[config.mk]
export PLATFORM = sky130hd
export DESIGN_NAME = bytecode_fetch
export DESIGN_NICKNAME = d
export VERILOG_FILES = /design/src/rtl/bytecode_fetch.sv
export SDC_FILE = /design/constraint.sdc
export NUM_CORES = 1
export LEC_CHECK = 0
export CORE_ASPECT_RATIO = 1.5
export CORE_MARGIN = 5
export CORE_UTILIZATION = 25
export DETAILED_ROUTE_END_ITERATION = 16
export PLACE_DENSITY = 0.47
export SKIP_CTS_REPAIR_TIMING = 1
export SYNTH_ARGS = -nofsm -noshare
export SYNTH_HDL_FRONTEND = slang
export SYNTH_SLANG_ARGS = --single-unit
[constraint.sdc]
create_clock -name clk -period 7.2 [get_ports clk]
set_input_delay 0.72 -clock clk [delete_from_list [all_inputs] [get_ports clk]]
set_output_delay 0.72 -clock clk [all_outputs]
set_load 0.1 [all_outputs]
[src/rtl/bytecode_fetch.sv]
`default_nettype none
// ============================================================================
// Module : bytecode_fetch
// Fetches big-endian method code words and streams JVM bytecodes in order.
// Rev    : 1.0  initial release
// ============================================================================
module bytecode_fetch #(
  parameter int ADR_W      = 16,
  parameter int FIFO_DEPTH = 8
) (
  input  logic             clk,
  input  logic             reset,
  input  logic             start,
  input  logic [ADR_W-1:0] start_pc,
  input  logic [ADR_W-1:0] code_len,
  input  logic             abort,
  output logic             mem_req,
  output logic [ADR_W-3:0] mem_adr,
  input  logic             mem_ack,
  input  logic [31:0]      mem_data,
  output logic [7:0]       iram_data,
  output logic [ADR_W-1:0] iram_pc,
  output logic             iram_rdy,
  input  logic             iram_next,
  output logic             busy,
  output logic             done
);

  localparam int c_PTR_W = $clog2(FIFO_DEPTH);
  localparam int c_CNT_W = c_PTR_W + 1;

  localparam logic [1:0] c_IDLE = 2'd0;
  localparam logic [1:0] c_RUN  = 2'd1;
  localparam logic [1:0] c_DONE = 2'd2;

  logic [1:0]         r_state;
  logic [1:0]         w_next_state;

  logic [ADR_W-1:0]   r_fetch_adr;   // byte address of the next byte to fetch
  logic [ADR_W-1:0]   r_remain;      // bytes still to fetch
  logic               r_req;
  logic [ADR_W-1:0]   r_head_pc;
  logic [c_PTR_W-1:0] r_wptr;
  logic [c_PTR_W-1:0] r_rptr;
  logic [c_CNT_W-1:0] r_count;
  logic [7:0]         r_fifo [FIFO_DEPTH];

  logic [1:0]         w_off;
  logic [2:0]         w_avail;
  logic [2:0]         w_n;
  logic               w_ack;
  logic               w_pop;
  logic [c_CNT_W-1:0] w_free;
  logic               w_issue;
  logic [7:0]         w_word_byte [4];
  logic [7:0]         w_enq_byte  [4];

  // Only the first word can start mid-word; every later fetch is aligned.
  assign w_off   = r_fetch_adr[1:0];
  assign w_avail = 3'd4 - {1'b0, w_off};
  assign w_n     = (r_remain < ADR_W'(w_avail)) ? r_remain[2:0] : w_avail;
  assign w_ack   = r_req & mem_ack;
  assign w_pop   = (r_count != '0) & iram_next;
  assign w_free  = c_CNT_W'(FIFO_DEPTH) - r_count + c_CNT_W'(w_pop);
  assign w_issue = (r_state == c_RUN) & ~r_req & (r_remain != '0)
                 & (w_free >= c_CNT_W'(4));

  always_comb begin
    for (int k = 0; k < 4; k++) begin
      w_word_byte[k] = mem_data[8*(3-k) +: 8];
    end
    for (int k = 0; k < 4; k++) begin
      w_enq_byte[k] = w_word_byte[w_off + 2'(k)];
    end
  end

  // FSM: state register
  always_ff @(posedge clk) begin
    if (!reset) begin
      r_state <= c_IDLE;
    end else begin
      r_state <= w_next_state;
    end
  end

  // FSM: next state
  always_comb begin
    w_next_state = r_state;
    if (abort) begin
      w_next_state = c_IDLE;
    end else begin
      case (r_state)
        c_IDLE: begin
          if (start) begin
            w_next_state = (code_len == '0) ? c_DONE : c_RUN;
          end
        end
        c_RUN: begin
          if ((r_remain == '0) && !r_req && (r_count == '0)) begin
            w_next_state = c_DONE;
          end
        end
        c_DONE:  w_next_state = c_IDLE;
        default: w_next_state = c_IDLE;
      endcase
    end
  end

  // FSM: outputs
  always_comb begin
    busy = (r_state == c_RUN);
    done = (r_state == c_DONE);
  end

  always_ff @(posedge clk) begin
    if (!reset) begin
      r_fetch_adr <= '0;
      r_remain    <= '0;
      r_req       <= 1'b0;
      r_head_pc   <= '0;
      r_wptr      <= '0;
      r_rptr      <= '0;
      r_count     <= '0;
    end else if (abort) begin
      // The dropped request clears r_req, so any late ack is ignored.
      r_req   <= 1'b0;
      r_wptr  <= '0;
      r_rptr  <= '0;
      r_count <= '0;
    end else begin
      if ((r_state == c_IDLE) && start) begin
        r_fetch_adr <= start_pc;
        r_remain    <= code_len;
        r_head_pc   <= start_pc;
      end
      if (w_issue) begin
        r_req <= 1'b1;
      end else if (w_ack) begin
        r_req <= 1'b0;
      end
      if (w_ack) begin
        r_fetch_adr <= r_fetch_adr + ADR_W'(w_n);
        r_remain    <= r_remain - ADR_W'(w_n);
        r_wptr      <= r_wptr + c_PTR_W'(w_n);
      end
      if (w_pop) begin
        r_rptr    <= r_rptr + c_PTR_W'(1);
        r_head_pc <= r_head_pc + ADR_W'(1);
      end
      r_count <= r_count + (w_ack ? c_CNT_W'(w_n) : '0) - c_CNT_W'(w_pop);
    end
  end

  always_ff @(posedge clk) begin
    if (reset && !abort && w_ack) begin
      for (int k = 0; k < 4; k++) begin
        if (3'(k) < w_n) begin
          r_fifo[r_wptr + c_PTR_W'(k)] <= w_enq_byte[k];
        end
      end
    end
  end

  assign mem_req   = r_req;
  assign mem_adr   = r_fetch_adr[ADR_W-1:2];
  assign iram_rdy  = (r_count != '0);
  assign iram_data = iram_rdy ? r_fifo[r_rptr] : 8'h00;
  assign iram_pc   = r_head_pc;

endmodule
`default_nettype wire

== Yosys cells after proc, flatten, opt, wreduce, memory -nomap -nowiden ==
Memory sizes are Yosys's and may differ from the RTL's. A register that Yosys moved wholly into a read port is not among the register bits.
Cells that the tools add are included.

* Register bits after elaboration: 61
* RAM bits: 64
* Input bits: 70
* Output and inout port bits: 42
* Logic and storage cells: 111
* Memories kept: 1

{| class="wikitable"
|+ Memories
! memory !! words !! width !! rd ports !! clocked after memory_dff !! wr ports !! line !! source
|-
| r_fifo || 8 || 8 || 1 || 1 || 4 || 46 || <nowiki>logic [7:0] r_fifo [FIFO_DEPTH];</nowiki>
|}

* $add $sub $neg: 16
* Order comparisons: 10
* Eq/ne operators: 4
* Multiplexer cells: 40
* Bitwise gates (word level): 12
* Reduce and logical (&&, ||, !) cells: 20

{| class="wikitable"
|+ Operators with widths
! cell !! count
|-
| $mux W16 || 5
|-
| $mux W8 || 9
|-
| $bmux W8 S2 || 4
|-
| $logic_not A16 Y1 || 2
|-
| $add A16 B1 Y16 const B || 1
|-
| $add A16 B3 Y16 || 1
|-
| $lt A16 B3 Y1 || 1
|-
| $reduce_bool A16 Y1 || 1
|-
| $sub A16 B3 Y16 || 1
|-
| $mux W1 || 14
|-
| $ge A3 B3 Y1 const B || 4
|-
| $mux W3 || 4
|-
| $not A2 Y3 || 4
|-
| $add A3 B1 Y3 const B || 2
|-
| $add A3 B2 Y3 const B || 2
|-
| $lt A1 B3 Y1 const A || 2
|-
| $lt A2 B3 Y1 const A || 2
|-
| $mux W2 || 3
|-
| $reduce_and A2 Y1 || 3
|-
| $reduce_bool A2 Y1 || 3
|-
| $and A1 B1 Y1 || 5
|-
| $logic_and A1 B1 Y1 || 5
|-
| $add A2 B2 Y2 const B || 2
|-
| $add A4 B1 Y4 || 1
|-
| 18 further kinds || 21
|}

== Longest topological paths before layout ==
* Depth in word-level cells: 7
* Gate-level depth with buffers: 23

== Least setup slack after synthesis ==
No wires, ideal clock.

* Path type: register -> register
* From: reg r_fetch_adr[0]
* To: reg r_remain[15]
* Setup time: 119 ps
* Data arrival time: 5966 ps
* Required time: 7081 ps
* Setup slack: 1116 ps
* Cell stages (with the launch flop): 23
* Buffers on the path: 7
* Path through: dfxtp_1 buf_2 buf_2 clkbuf_1 clkbuf_1 inv_1 ha_1 buf_1 clkbuf_1 inv_1 ha_1 a21o_1 a21oi_1 buf_2 o21ai_0 inv_1 ha_1 nor2b_1 o21ai_0 nand3_1 or4_1 o22a_1 o221a_2

* Cells in the longest elaborated chain, start to end: 5

{| class="wikitable"
|+ RTL lines
! element !! line !! source
|-
| start, declared || 39 || <nowiki>logic [ADR_W-1:0] r_fetch_adr;</nowiki>
|-
| start signal, assigned || 132 || <nowiki>r_fetch_adr <= start_pc;</nowiki>
|-
| start signal, assigned || 142 || <nowiki>r_fetch_adr <= r_fetch_adr + ADR_W'(w_n);</nowiki>
|-
| $sub A3 B2 Y3 (*) || 60 || <nowiki>assign w_avail = 3'd4 - {1'b0, w_off};</nowiki>
|-
| $lt A16 B3 Y1 || 61 || <nowiki>assign w_n = (r_remain < ADR_W'(w_avail)) ? r_remain[2:0] : w_avail;</nowiki>
|-
| $mux W3 (*) || 61 ||
|-
| $sub A16 B3 Y16 (*) || 143 || <nowiki>r_remain <= r_remain - ADR_W'(w_n);</nowiki>
|-
| $mux W16 (*) || 141 || <nowiki>if (w_ack) begin</nowiki>
|-
| end signal, assigned || 133 || <nowiki>r_remain <= code_len;</nowiki>
|-
| end signal, assigned || 143 ||
|-
| end, declared || 40 || <nowiki>logic [ADR_W-1:0] r_remain;</nowiki>
|}

Mark *: on every way between the ends. The rest lies on a longest branch, timed or not.
A chain may end at the register's enable or synchronous reset.

== Final worst setup path ==
Ends and elaborated chain as after synthesis.

==> flow_summary.ini <==
[die]
io_pins = 112
start_util = 0.2529
dieArea_um2 = 44050
die_w_um = 173.1
core_um2 = 39420
die_h_um = 254.6
fp-row-count = 89

[setup_path]
cp_cell_sequence = inv_1 > ha_1 > buf_4 > inv_1 > ha_1 > a21o_1 > a21oi_1 > buf_4 > o21ai_0 > inv_1 > ha_1 > nor2b_1 > o21ai_0 > nand3_1 > or4_1 > o22a_1 > o221a_2
endpoint_kind = register
critPathSlowestCell = o21ai_0
crit_fanout = 21
required_ns = 7.52
cp_num_buf_inv = 5
worstSetupPathType = reg2reg
critical-path-top-delay-family = compound AO/OA/AOI/OAI gates
cp.depth = 17
start_kind = register
reg2regPathDepth = 17
arrival_ns = 5.23
rrSetupSlack_ns = 2.29
slowest_delay_ns = 0.84

[power_and_ir_drop]
leakage_nw = 3.836
power_density_nw_per_um2 = 261.8
irDropWorstVdd_uv = 185.5

[detailed_routing]
vias = 9543
wl_per_cell_um = 22.48
dr_wl_met2_mm = 19.19
top_layer = met4
drc_errors = 0
met3_length_mm = 2.335
drtPass1Iterations = 7
via_per_inst = 5.714
ant_nets = 0
drt-met1-wl_mm = 14.01
wirelength_mm = 37.55
drtIter0Drc = 897

[status]
run_status = finished clean

[timing]
worstMarginPinSlew_ns = 1.362
slew_violations = 0
tns_ns = 0
rsz0062_at_grt = false
max_freq_mhz = 203.7
hold_violations = 0
finalSetupViolCount = 0
clock_skew_ns = 0.009284
period_share = 0.6818
finalCriticalPeriod_ns = 4.909
max-slew-margin-rel = 0.09231
hold_slack_ns = 0.4773

[synth]
seq_area_frac_synth = 0.3213
postSynth.asyncResetShare = 0
synth_cells = 1095
synth_top_area_cell = edfxtp_1
ys_types = 72
synthTopCellsByArea = edfxtp_1, dfxtp_1, mux4_2, mux2i_1, nor2_1
syn_area_um2 = 9970
synth_flop_cell = edfxtp_1
synth_top_area_share = 0.1928
synth_edf_count = 64
synth_fp_nets = 1189
synth_area_per_cell_um2 = 9.105
yosys_warnings = 0
ys_ff_latch = 128

[min_path]
holdPathStages = 2
holdCritPathClass = reg2reg

[placed_design]
port_buffers = 111
dp_cells = 1638
placed_cell_area_um2 = 11470
gp_congestion = 0.8951
dp_hpwl_mm = 27.40

[layout]
drive_above_1_share = 0.1248
syn2layout_area_growth_pct = 21.03
nFillCells = 4188
design_area_um2 = 12070
finish.net_count = 1251
fin_cells = 1670
antenna_cells = 0

[cts]
h-tree-depth = 4
cts-root-buf = clkbuf_16
numClockSinks = 128
cts_tree = yes
clockBufferDepth = 2
path_clk_slew_ns = 0.06
clk_latency_ns = 0.43
cts_buffers = 17

[global_route]
grt_usage = 0.1667
antenna_found_initial = 0
grt_max_degree = 57
grt_pass1_vias = 9518
overflow = 0
grt_pass1_wl_mm = 57.50

[job]
maxCapViolCount = 0
## state kept, by name, summed over array words and instances (netlist names), named ones only
register     count
mem_req          1
r_wptr           3
iram_pc         16
r_remain        16
r_rptr           3
r_fifo          64
r_state          2
r_fetch_adr     16
r_count          4
## power by group
part	internal, W	switching [W]
Clock	0.000541	0.000351
Combinational	0.000418	0.000972
Sequential	0.000821	0.0000570
## worst reg2reg max path: stages, from the launching register on
cell     delay (ns)
dfxtp_2        0.32
inv_1          0.05
ha_1           0.27
buf_4          0.32
inv_1          0.11
ha_1           0.29
a21o_1         0.16
a21oi_1        0.08
buf_4          0.20
o21ai_0        0.85
inv_1          0.13
ha_1           0.31
nor2b_1        0.13
o21ai_0        0.42
nand3_1        0.27
or4_1          0.48
o22a_1         0.20
o221a_2        0.24
## per-layer routing
metal / vias up / GRT usage
li1: 4394 / -
met1: 4629 / 0.1853
met2: 420 / 0.3025
met3: 100 / 0.03114
met4: 0 / 0.08991
met5: - / 0
## layout make-up
cell class	instances	area, µm²	area share
clock buffer	17	425.4	0.03526
tap	500	625.6	0.05185
sequential	128	3204	0.2656
multi-input combinational	828	6182	0.5123
clock inverter	15	168.9	0.01400
inverter	49	183.9	0.01524
timing repair buffer	133	1276	0.1058
## Yosys cell counts (9+ instances only)
cell type / number
mux4_2: 45
nand3_1: 16
o22ai_1: 14
mux2_2: 16
ha_1: 20
o21a_1: 25
a211oi_1: 10
buf_1: 9
o32ai_1: 36
a31oi_1: 50
edfxtp_1: 64
nor3_1: 17
or3_1: 13
a21o_1: 9
nand4_1: 9
buf_4: 14
nand2_1: 93
mux2i_1: 49
a222oi_1: 16
buf_2: 11
nor2_1: 111
nand2b_1: 9
clkbuf_1: 54
inv_1: 48
o21ai_0: 67
a21oi_1: 73
dfxtp_1: 64
## worst paths after layout
kind                                startpoint        endpoint
worst max-delay path            r_fetch_adr[0]    r_remain[15]
worst min-delay path            r_fetch_adr[2]  r_fetch_adr[2]
worst max register to register  r_fetch_adr[0]    r_remain[15]
worst min register to register  r_fetch_adr[2]  r_fetch_adr[2]
## per-stage QoR
stage	setup WS [ns]	power, W	util
after floorplan	1.116	0.001912	-
after global routing	1.900	0.003312	0.3061
after global placement	2.445	0.002278	0.2910
after CTS	2.245	0.003192	0.3061
after detailed placement	2.271	0.002287	0.2910
final	2.291	0.003159	0.3061
## logic make-up after synthesis
kind of cell    count (synthesis)  share of synthesized area
simple gates                  313                     0.1466
compound gates                372                     0.2617
flops                         128                     0.3213
fa+ha+maj                      24                    0.03313
xor+xnor                        9                   0.007906
mux                           110                     0.1689
buf+inv                       139                    0.06049
## placed cells by master (no fill, tap or decap), types with 45 or more instances in the layout
| master | instances |
|---|---|
| a31oi_1 | 50 |
| a21oi_1 | 72 |
| mux4_2 | 45 |
| clkdlybuf4s50_1 | 111 |
| mux2i_1 | 49 |
| inv_1 | 48 |
| nand2_1 | 92 |
| dfxtp_1 | 63 |
| o21ai_0 | 65 |
| nor2_1 | 111 |
| edfxtp_1 | 64 |
(Power assumes the default switching activity.)
